**config.mk**
```make
export PLATFORM = sky130hd
export DESIGN_NAME = uart_param_frame_loader_flat
export DESIGN_NICKNAME = d
export VERILOG_FILES = /design/src/rtl/uart_param_frame_loader_if.sv /design/src/rtl/uart_param_frame_loader.sv /design/src/flat_wrapper.sv
export SDC_FILE = /design/constraint.sdc
export NUM_CORES = 1
export LEC_CHECK = 0
export CORE_ASPECT_RATIO = 1.75
export CORE_MARGIN = 2
export CORE_UTILIZATION = 49
export CTS_CLUSTER_SIZE = 20
export DETAILED_ROUTE_END_ITERATION = 16
export HOLD_SLACK_MARGIN = 0.06
export PLACE_DENSITY = 0.86
export SLEW_MARGIN = 30
export SYNTH_ARGS = -nofsm -noshare
export SYNTH_HDL_FRONTEND = slang
export SYNTH_SLANG_ARGS = --single-unit
```
**constraint.sdc**
```tcl
create_clock -name clk -period 2.36 [get_ports clk]
set_input_delay 0.472 -clock clk [delete_from_list [all_inputs] [get_ports clk]]
set_output_delay 0.472 -clock clk [all_outputs]
set_load 0.02 [all_outputs]
```
**src/rtl/uart_param_frame_loader_if.sv**
```systemverilog
// Byte stream from the UART receiver plus the parameter set and status
// presented to the exposition, HV-hold, SPI-resistor and UART TX blocks.
interface uart_param_frame_loader_if;
   logic [7:0]  rx_data;
   logic        rx_ready;
   logic [32:0] del1;
   logic [32:0] dur1;
   logic [7:0]  thhv;
   logic [7:0]  res_value;
   logic        load_pulse;
   logic        params_valid;
   logic        frame_err;
   logic [7:0]  err_cnt;
   logic        echo_req;
   logic        busy;

   modport master (
      output rx_data, rx_ready,
      input  del1, dur1, thhv, res_value, load_pulse, params_valid,
             frame_err, err_cnt, echo_req, busy
   );

   modport slave (
      input  rx_data, rx_ready,
      output del1, dur1, thhv, res_value, load_pulse, params_valid,
             frame_err, err_cnt, echo_req, busy
   );
endinterface

```
**src/rtl/uart_param_frame_loader.sv**
```systemverilog
// Assembles a 12-byte sync/payload/XOR-checksum frame from the UART byte
// stream and publishes the whole parameter set atomically on a good frame.
module uart_param_frame_loader #(
   parameter int unsigned TIMEOUT_CYCLES = 5000000,
   parameter logic [7:0]  SYNC_BYTE      = 8'hA5,
   parameter logic [7:0]  ECHO_BYTE      = 8'h72,
   parameter bit          REVERSE_BITS   = 1'b1
) (
   input logic                      clk,
   input logic                      reset,
   uart_param_frame_loader_if.slave bus
);

   localparam int unsigned CNT_W = (TIMEOUT_CYCLES > 1) ? $clog2(TIMEOUT_CYCLES) : 1;
   localparam logic [CNT_W-1:0] TMO_LAST = CNT_W'(TIMEOUT_CYCLES - 1);

   typedef enum logic [1:0] {
      IDLE,
      PAYLOAD,
      CHECK
   } state_t;

   function automatic logic [7:0] rev8(input logic [7:0] b);
      logic [7:0] r;
      for (int i = 0; i < 8; i++) r[i] = b[7-i];
      return r;
   endfunction

   function automatic logic [7:0] sat_inc8(input logic [7:0] v);
      return (v == 8'hFF) ? v : v + 8'd1;
   endfunction

   state_t           state;
   logic             rx_ready_q;
   logic [3:0]       idx;
   logic [7:0]       csum;
   logic [CNT_W-1:0] tmo_cnt;
   logic [7:0]       shadow [10];

   logic [32:0]      del1_q;
   logic [32:0]      dur1_q;
   logic [7:0]       thhv_q;
   logic [7:0]       res_q;
   logic             load_pulse_q;
   logic             params_valid_q;
   logic             frame_err_q;
   logic [7:0]       err_cnt_q;
   logic             echo_req_q;
   logic             busy_q;

   logic             rx_edge_p0;
   logic [7:0]       rx_byte_p0;
   logic             tmo_hit_p0;

   // Stage p0: byte strobe from the receiver's ready level, optional bit reversal
   assign rx_edge_p0 = bus.rx_ready & ~rx_ready_q;
   assign rx_byte_p0 = REVERSE_BITS ? rev8(bus.rx_data) : bus.rx_data;
   assign tmo_hit_p0 = (tmo_cnt == TMO_LAST);

   // Shadow payload is pure data: only a completed, verified frame exposes it.
   always_ff @(posedge clk) begin
      if (state == PAYLOAD && rx_edge_p0) begin
         shadow[idx] <= rx_byte_p0;
      end
   end

   // Stage p1: frame FSM with registered outputs and strobes
   always_ff @(posedge clk) begin
      if (!reset) begin
         state          <= IDLE;
         rx_ready_q     <= 1'b1;
         idx            <= 4'd0;
         csum           <= 8'd0;
         tmo_cnt        <= '0;
         del1_q         <= 33'd0;
         dur1_q         <= 33'd0;
         thhv_q         <= 8'd0;
         res_q          <= 8'd0;
         load_pulse_q   <= 1'b0;
         params_valid_q <= 1'b0;
         frame_err_q    <= 1'b0;
         err_cnt_q      <= 8'd0;
         echo_req_q     <= 1'b0;
         busy_q         <= 1'b0;
      end else begin
         rx_ready_q   <= bus.rx_ready;
         load_pulse_q <= 1'b0;
         frame_err_q  <= 1'b0;
         echo_req_q   <= 1'b0;

         case (state)
            IDLE: begin
               if (rx_edge_p0) begin
                  if (rx_byte_p0 == SYNC_BYTE) begin
                     state   <= PAYLOAD;
                     busy_q  <= 1'b1;
                     idx     <= 4'd0;
                     csum    <= 8'd0;
                     tmo_cnt <= '0;
                  end else if (rx_byte_p0 == ECHO_BYTE) begin
                     echo_req_q <= 1'b1;
                  end
               end
            end

            PAYLOAD: begin
               if (rx_edge_p0) begin
                  csum    <= csum ^ rx_byte_p0;
                  idx     <= idx + 4'd1;
                  tmo_cnt <= '0;
                  if (idx == 4'd9) state <= CHECK;
               end else if (tmo_hit_p0) begin
                  frame_err_q <= 1'b1;
                  err_cnt_q   <= sat_inc8(err_cnt_q);
                  state       <= IDLE;
                  busy_q      <= 1'b0;
               end else begin
                  tmo_cnt <= tmo_cnt + 1'b1;
               end
            end

            CHECK: begin
               if (rx_edge_p0) begin
                  if (rx_byte_p0 == csum) begin
                     del1_q         <= {1'b0, shadow[0], shadow[1], shadow[2], shadow[3]};
                     dur1_q         <= {1'b0, shadow[4], shadow[5], shadow[6], shadow[7]};
                     thhv_q         <= shadow[8];
                     res_q          <= shadow[9];
                     load_pulse_q   <= 1'b1;
                     params_valid_q <= 1'b1;
                  end else begin
                     frame_err_q <= 1'b1;
                     err_cnt_q   <= sat_inc8(err_cnt_q);
                  end
                  state  <= IDLE;
                  busy_q <= 1'b0;
               end else if (tmo_hit_p0) begin
                  frame_err_q <= 1'b1;
                  err_cnt_q   <= sat_inc8(err_cnt_q);
                  state       <= IDLE;
                  busy_q      <= 1'b0;
               end else begin
                  tmo_cnt <= tmo_cnt + 1'b1;
               end
            end

            default: begin
               state  <= IDLE;
               busy_q <= 1'b0;
            end
         endcase
      end
   end

   assign bus.del1         = del1_q;
   assign bus.dur1         = dur1_q;
   assign bus.thhv         = thhv_q;
   assign bus.res_value    = res_q;
   assign bus.load_pulse   = load_pulse_q;
   assign bus.params_valid = params_valid_q;
   assign bus.frame_err    = frame_err_q;
   assign bus.err_cnt      = err_cnt_q;
   assign bus.echo_req     = echo_req_q;
   assign bus.busy         = busy_q;

endmodule

```
**src/flat_wrapper.sv**
```systemverilog
// flat-port wrapper written by rule: the top's interface ports become plain ports
module uart_param_frame_loader_flat 
#(
   parameter int unsigned TIMEOUT_CYCLES = 5000000,
   parameter logic [7:0]  SYNC_BYTE      = 8'hA5,
   parameter logic [7:0]  ECHO_BYTE      = 8'h72,
   parameter bit          REVERSE_BITS   = 1'b1
)
  (clk, reset, bus_rx_data, bus_rx_ready, bus_del1, bus_dur1, bus_thhv, bus_res_value, bus_load_pulse, bus_params_valid, bus_frame_err, bus_err_cnt, bus_echo_req, bus_busy);
  uart_param_frame_loader_if bus_i ();
  input logic clk;
  input logic reset;
  input wire logic [$bits(bus_i.rx_data)-1:0] bus_rx_data;
  input wire logic [$bits(bus_i.rx_ready)-1:0] bus_rx_ready;
  output wire logic [$bits(bus_i.del1)-1:0] bus_del1;
  output wire logic [$bits(bus_i.dur1)-1:0] bus_dur1;
  output wire logic [$bits(bus_i.thhv)-1:0] bus_thhv;
  output wire logic [$bits(bus_i.res_value)-1:0] bus_res_value;
  output wire logic [$bits(bus_i.load_pulse)-1:0] bus_load_pulse;
  output wire logic [$bits(bus_i.params_valid)-1:0] bus_params_valid;
  output wire logic [$bits(bus_i.frame_err)-1:0] bus_frame_err;
  output wire logic [$bits(bus_i.err_cnt)-1:0] bus_err_cnt;
  output wire logic [$bits(bus_i.echo_req)-1:0] bus_echo_req;
  output wire logic [$bits(bus_i.busy)-1:0] bus_busy;
  assign bus_i.rx_data = bus_rx_data;
  assign bus_i.rx_ready = bus_rx_ready;
  assign bus_del1 = bus_i.del1;
  assign bus_dur1 = bus_i.dur1;
  assign bus_thhv = bus_i.thhv;
  assign bus_res_value = bus_i.res_value;
  assign bus_load_pulse = bus_i.load_pulse;
  assign bus_params_valid = bus_i.params_valid;
  assign bus_frame_err = bus_i.frame_err;
  assign bus_err_cnt = bus_i.err_cnt;
  assign bus_echo_req = bus_i.echo_req;
  assign bus_busy = bus_i.busy;
  uart_param_frame_loader #(.TIMEOUT_CYCLES(TIMEOUT_CYCLES), .SYNC_BYTE(SYNC_BYTE), .ECHO_BYTE(ECHO_BYTE), .REVERSE_BITS(REVERSE_BITS)) u_core (.clk(clk), .reset(reset), .bus(bus_i));
endmodule
```
==> Word level (Yosys, flattened, before mapping) <==
Memory sizes are Yosys's and may differ from the RTL's. A register that Yosys moved wholly into a read port is not among the register bits.
Index checks and enable logic that the tools add are counted.
{ "totals": {"word_cells": 101, "latch_bits": 0, "ram_bits": 80, "out_inout_bits": 95, "romBits": 0, "mem_count": 1, "ff_bits": 51, "inputBits": 11} }
{ "memory_table": {"columns": ["name", "words", "width", "read_ports", "rd_clocked_by_memory_dff", "wr", "line", "source"], "rows": [
  ["u_core.shadow", 10, 8, 10, 10, 1, "uart_param_frame_loader.sv:38", "logic [7:0] shadow [10];"]
]} }
{ "op_classes": {"shift": 0, "muxes": 42, "n_reduce_logical": 23, "bitwise": 6, "order_cmp": 0, "multipliers": 0, "n_addsub": 3, "eq_ne": 15, "n_div": 0} }
{ "op_table": {"columns": ["cell", "n"], "rows": [
  ["two-way mux 23 bit", 5],
  ["case mux 23 bit (3 select lines)", 1],
  ["two-way mux 8 bit", 8],
  ["case mux 8 bit (2 select lines)", 2],
  ["adder 23 x 1 -> 23 bit (second input constant)", 1],
  ["equality test 23 bit (second input constant)", 1],
  ["equality test 8 bit (second input constant)", 2],
  ["AND reduction 3 bit", 5],
  ["two-way mux 1 bit", 13],
  ["two-way mux 2 bit", 6],
  ["two-way mux 4 bit", 3],
  ["zero test 1 bit", 10],
  ["adder 8 x 1 -> 8 bit (second input constant)", 1],
  ["equality test 8 x 7 -> 1 bit (second input constant)", 1],
  ["equality test 8 bit", 1],
  ["case mux 4 bit (2 select lines)", 1],
  ["AND reduction 4 bit", 2],
  ["bitwise XOR 8 bit", 1],
  ["!= test 2 x 1 -> 1 bit (second input constant)", 3],
  ["!= test 3 bit (second input constant)", 2],
  ["case mux 2 bit (3 select lines)", 1],
  ["adder 4 x 1 -> 4 bit (second input constant)", 1],
  ["equality test 4 bit (second input constant)", 1],
  ["!= test 2 bit (second input constant)", 2],
  ["11 further kinds", 15]
]} }

==> Logic depth before layout (Yosys ltp) <==
{ "logic_depth": {"ltp_word": 5, "ltp_mapped": 9, "depth_no_buf": 7} }

==> Worst setup path before layout <==
OpenSTA, ideal clock, no wires.
{ "synth_timing": {"path_kind": "input port to flip-flop", "from": "input bus_rx_data[6]", "to": "register u_core.tmo_cnt[5]", "required_ps": 2228, "path_slack_ps": 78, "setup_time_ps": 132, "t_arrival_ps": 2149, "path_buffers": 1, "cell_stages": 6, "path_cell_list": "or4b_4 > o31ai_4 > o211ai_2 > clkbuf_1 > o31ai_1 > a21oi_1"} }
{ "synth_via": {"elab_chain_len": 3} }
{ "synth_rtl": {"columns": ["item", "line", "source"], "rows": [
  ["from (decl)", "flat_wrapper.sv:13", "input wire logic [$bits(bus_i.rx_data)-1:0] bus_rx_data;"],
  ["equality test 8 bit", "uart_param_frame_loader.sv:94", "if (rx_byte_p0 == SYNC_BYTE) begin"],
  ["!= test 2 x 1 -> 1 bit (no source line)", null, null],
  ["AND reduction 4 bit (no source line)", null, null],
  ["to (signal assigned)", "uart_param_frame_loader.sv:118", "tmo_cnt <= tmo_cnt + 1'b1;"],
  ["to (signal assigned)", "uart_param_frame_loader.sv:143", "tmo_cnt <= tmo_cnt + 1'b1;"],
  ["to (decl)", "uart_param_frame_loader.sv:37", "logic [CNT_W-1:0] tmo_cnt;"]
]} }
Every way passes these cells.
A chain may end at the register's enable or synchronous reset.

==> Final worst setup path <==
{ "layout_timing": {"from": "input bus_rx_data[1]", "to": "register u_core.tmo_cnt[3]"} }
The elaborated chain is that of the path after synthesis.

==> flow_summary.json <==
{
  "drtAntennaViolNets": 0,
  "cp_cell_sequence": "clkdlybuf4s50_1, or4b_4, o31ai_4, o211ai_2, buf_4, or3_1, a21oi_1",
  "pwr_density_cell_nw_per_um2": 674.0,
  "reg2reg_slack_ns": 0.14,
  "maxSlewViolCount": 0,
  "async_reset_ff_share_pct": 0,
  "synthFlopType": "dfxtp_1",
  "crit_type": "in -> reg",
  "cts_root_buffer": "clkbuf_16",
  "yosysSeqAreaShare_pct": 61.73,
  "grt_pass1_wl_mm": 32.06,
  "r2r-start": "u_core.tmo_cnt[14]",
  "synth.area.mux_share_pct": 10.71,
  "wl_mm": 20.28,
  "synth_fa_ha_area_share_pct": 1.537,
  "synth_top_family_by_area": "simple AND/OR/NAND/NOR gates",
  "peakVddDrop_v": 0.0004530,
  "cp.required_ns": 2.77,
  "synth_top_cell_area_share_pct": 32.22,
  "clkSinkCount": 211,
  "first_global_vias": 6289,
  "design.core.area_um2": 16370,
  "place_congestion": 0.8865,
  "grt_max_degree": 38,
  "io_buffers": 103,
  "drive_above_1_share_pct": 13.84,
  "layout.nets": 905,
  "cp_slowest_cell": "or4b_4",
  "nFillCells": 1130,
  "clockBufferDepth": 3,
  "tns_ns": 0,
  "hold_buffers": 0,
  "crit_arrival_ns": 2.70,
  "hold_start": "u_core.shadow[7][4]",
  "fin_area_um2": 10750,
  "timing.final.crit_share_pct": 96.85,
  "multi_input_area_um2": 2930,
  "synthXorXnorAreaFrac_pct": 1.506,
  "hold_violations": 0,
  "diodes": 0,
  "synth_area_leader_cell": "dfxtp_1",
  "htreeDepth": 1,
  "drt-wirelength-per-cell_um": 18.11,
  "grt_antenna_before_repair": 0,
  "die_area_um2": 17700,
  "leakagePower_nw": 3.622,
  "yosysUniqueCellTypes": 55,
  "synth-seq-cells": 211,
  "setup_viol": 0,
  "dr.pass1.iters": 4,
  "clkTransAtPathRegs_ns": 0.06,
  "yosys.area_share.simple_pct": 15.08,
  "hold_end": "u_core.bus.dur1[4]",
  "syn_inst": 713,
  "skew_ns": 0.01953,
  "holdPathStages": 2,
  "postCtsSetupBuffers": 0,
  "viasPerCell": 5.462,
  "syn_area_um2": 8140,
  "outcome": "complete, no violations",
  "synth_compound_area_share_pct": 6.748,
  "avgSynthCellArea_um2": 11.42,
  "drt-initial-drc-count": 351,
  "synth_edf_count": 80,
  "synth.most_common_cell": "dfxtp_1",
  "worstPathMaxFanout": 7,
  "r2r_cells": 6,
  "seqCellArea_um2": 5025,
  "worstSkewPairLatency_ns": 0.49,
  "area_growth_pct": 32.03,
  "rsz0062_at_grt": "no",
  "min_period_ns": 2.286,
  "yosys-top-cells-count": "dfxtp_1 (131), nor2_1 (100), mux2i_1 (86), edfxtp_1 (80), nand2_1 (34)",
  "fmax_mhz": 437.5,
  "tritoncts": "done",
  "track_usage_pct": 23.17,
  "die_y_um": 174.5,
  "initial_core_util_pct": 49.73,
  "cp_slowest_stage_delay_ns": 0.55,
  "synthTopCellsByArea": "dfxtp_1 (32%), edfxtp_1 (30%), mux2i_1 (11%)",
  "cp-end-kind": "flip-flop",
  "yosys_warnings": 0,
  "hold_path_class": "reg -> reg",
  "dp_hpwl_mm": 14.19,
  "startpoint_type": "input pin",
  "rows": 62,
  "dpl_cell_area_um2": 10070,
  "num_io_pins": 106,
  "vias": 6117,
  "detail_route.drc_violations": 0,
  "reg2reg_to": "u_core.bus.err_cnt[0]",
  "grt_overflow": 0,
  "numCtsBuffers": 19,
  "fp.dieW_um": 101.4,
  "cap_violations": 0
}
==> layer usage <==
layer	up-vias	track usage (%)	wire length [µm]
met5	-	0	0
met4	0	9.797	848
met3	58	3.056	859
met2	203	45.23	11570
met1	2959	23.61	6996
li1	2897	-	-
==> cell usage in the layout, fill, tap and decap left out, types with 3 or more instances in the layout <==
| master | instances |
|---|---|
| nor2_1 | 100 |
| ha_1 | 10 |
| and2_1 | 9 |
| clkdlybuf4s50_1 | 102 |
| nand2b_1 | 10 |
| buf_4 | 68 |
| and3_1 | 3 |
| a211oi_1 | 3 |
| o21ai_0 | 13 |
| o22ai_1 | 11 |
| nand2_1 | 34 |
| nor4_1 | 3 |
| edfxtp_1 | 80 |
| buf_12 | 11 |
| nor3_1 | 9 |
| or4_1 | 4 |
| inv_1 | 20 |
| nand4_1 | 14 |
| xnor2_1 | 9 |
| xor2_1 | 5 |
| clkbuf_16 | 19 |
| o21ai_1 | 3 |
| nand3_1 | 18 |
| or3_1 | 25 |
| o31ai_1 | 7 |
| mux2i_1 | 86 |
| dfxtp_1 | 131 |
| a21oi_1 | 31 |
| bufinv_16 | 3 |
==> worst max-delay path, delay by kind of cell <==
kind | cells | cell delay [ns]
AND/OR/NAND/NOR | 2 | 0.89
AO/OA/AOI/OAI | 3 | 0.65
buffers and inverters | 2 | 0.68
==> logic make-up (layout without fill, tap and decap cells) <==
family,Yosys count,count (layout)
and+or+nand+nor,249,249
DFF,211,211
muxes,87,87
AOI/OAI and AO/OA,86,86
buffers and inverters,55,237
xor gates and xnor gates,14,14
adders and majority gates,10,10
other,1,2
==> registers in the layout (all words and copies together) (netlist names), 2 cells and up <==
| signal | cells |
|---|---|
| u_core.bus.del1 | 32 |
| u_core.bus.dur1 | 32 |
| u_core.bus.err_cnt | 8 |
| u_core.bus.res_value | 8 |
| u_core.bus.thhv | 8 |
| u_core.csum | 8 |
| u_core.idx | 4 |
| u_core.shadow | 80 |
| u_core.state | 2 |
| u_core.tmo_cnt | 23 |
==> cell type report <==
type | instances | area share, %
Sequential cell | 211 | 46.75
Inverter | 21 | 0.7334
Tap cell | 224 | 2.608
Clock buffer | 23 | 4.750
Multi-Input combinational cell | 448 | 27.26
Timing Repair Buffer | 183 | 16.48
Clock inverter | 10 | 1.409
==> metrics by stage <==
step                hold slack, ns  total power, mW  util, %  std cells  setup WS, ns
floorplan                   0.4506            3.946        -        714       0.07849
global placement            0.4570            4.061    61.51       1087       -0.5361
detailed placement          0.4711            4.064    61.51       1087       -0.5756
CTS                         0.4867            7.269    65.55       1120      0.004929
global route                0.5064            7.420    65.66       1120      0.002760
finish                      0.4817            7.244    65.66       1120       0.07446
==> how the worst max path moves through the flow <==
stage | cells past startpoint | endpoint | slack (ns) | startpoint
2_1_floorplan | 6 | u_core.tmo_cnt[5] | 0.08 | bus_rx_data[6]
4_1_cts | 5 | u_core.bus.err_cnt[5] | 0.005 | u_core.tmo_cnt[17]
5_1_grt | 7 | u_core.tmo_cnt[4] | 0.003 | bus_rx_data[5]
6_report | 7 | u_core.tmo_cnt[3] | 0.07 | bus_rx_data[1]
3_5_place_dp | 7 | u_core.tmo_cnt[16] | -0.58 | bus_rx_data[6]
3_3_place_gp | 7 | u_core.tmo_cnt[16] | -0.54 | bus_rx_data[6]
==> report_power, final <==
group | switching, mW | internal [mW] | total, mW
Combinational | 0.139 | 0.0709 | 0.210
Sequential | 0.00294 | 3.77 | 3.78
Clock | 1.36 | 1.90 | 3.26
==> repair_timing <==
item	CTS	global route
resized for setup	1	4
hold endpoints to repair	0	0
endpoints found under the setup margin	10	9
pin swaps	1	1
(Power assumes the default switching activity.)
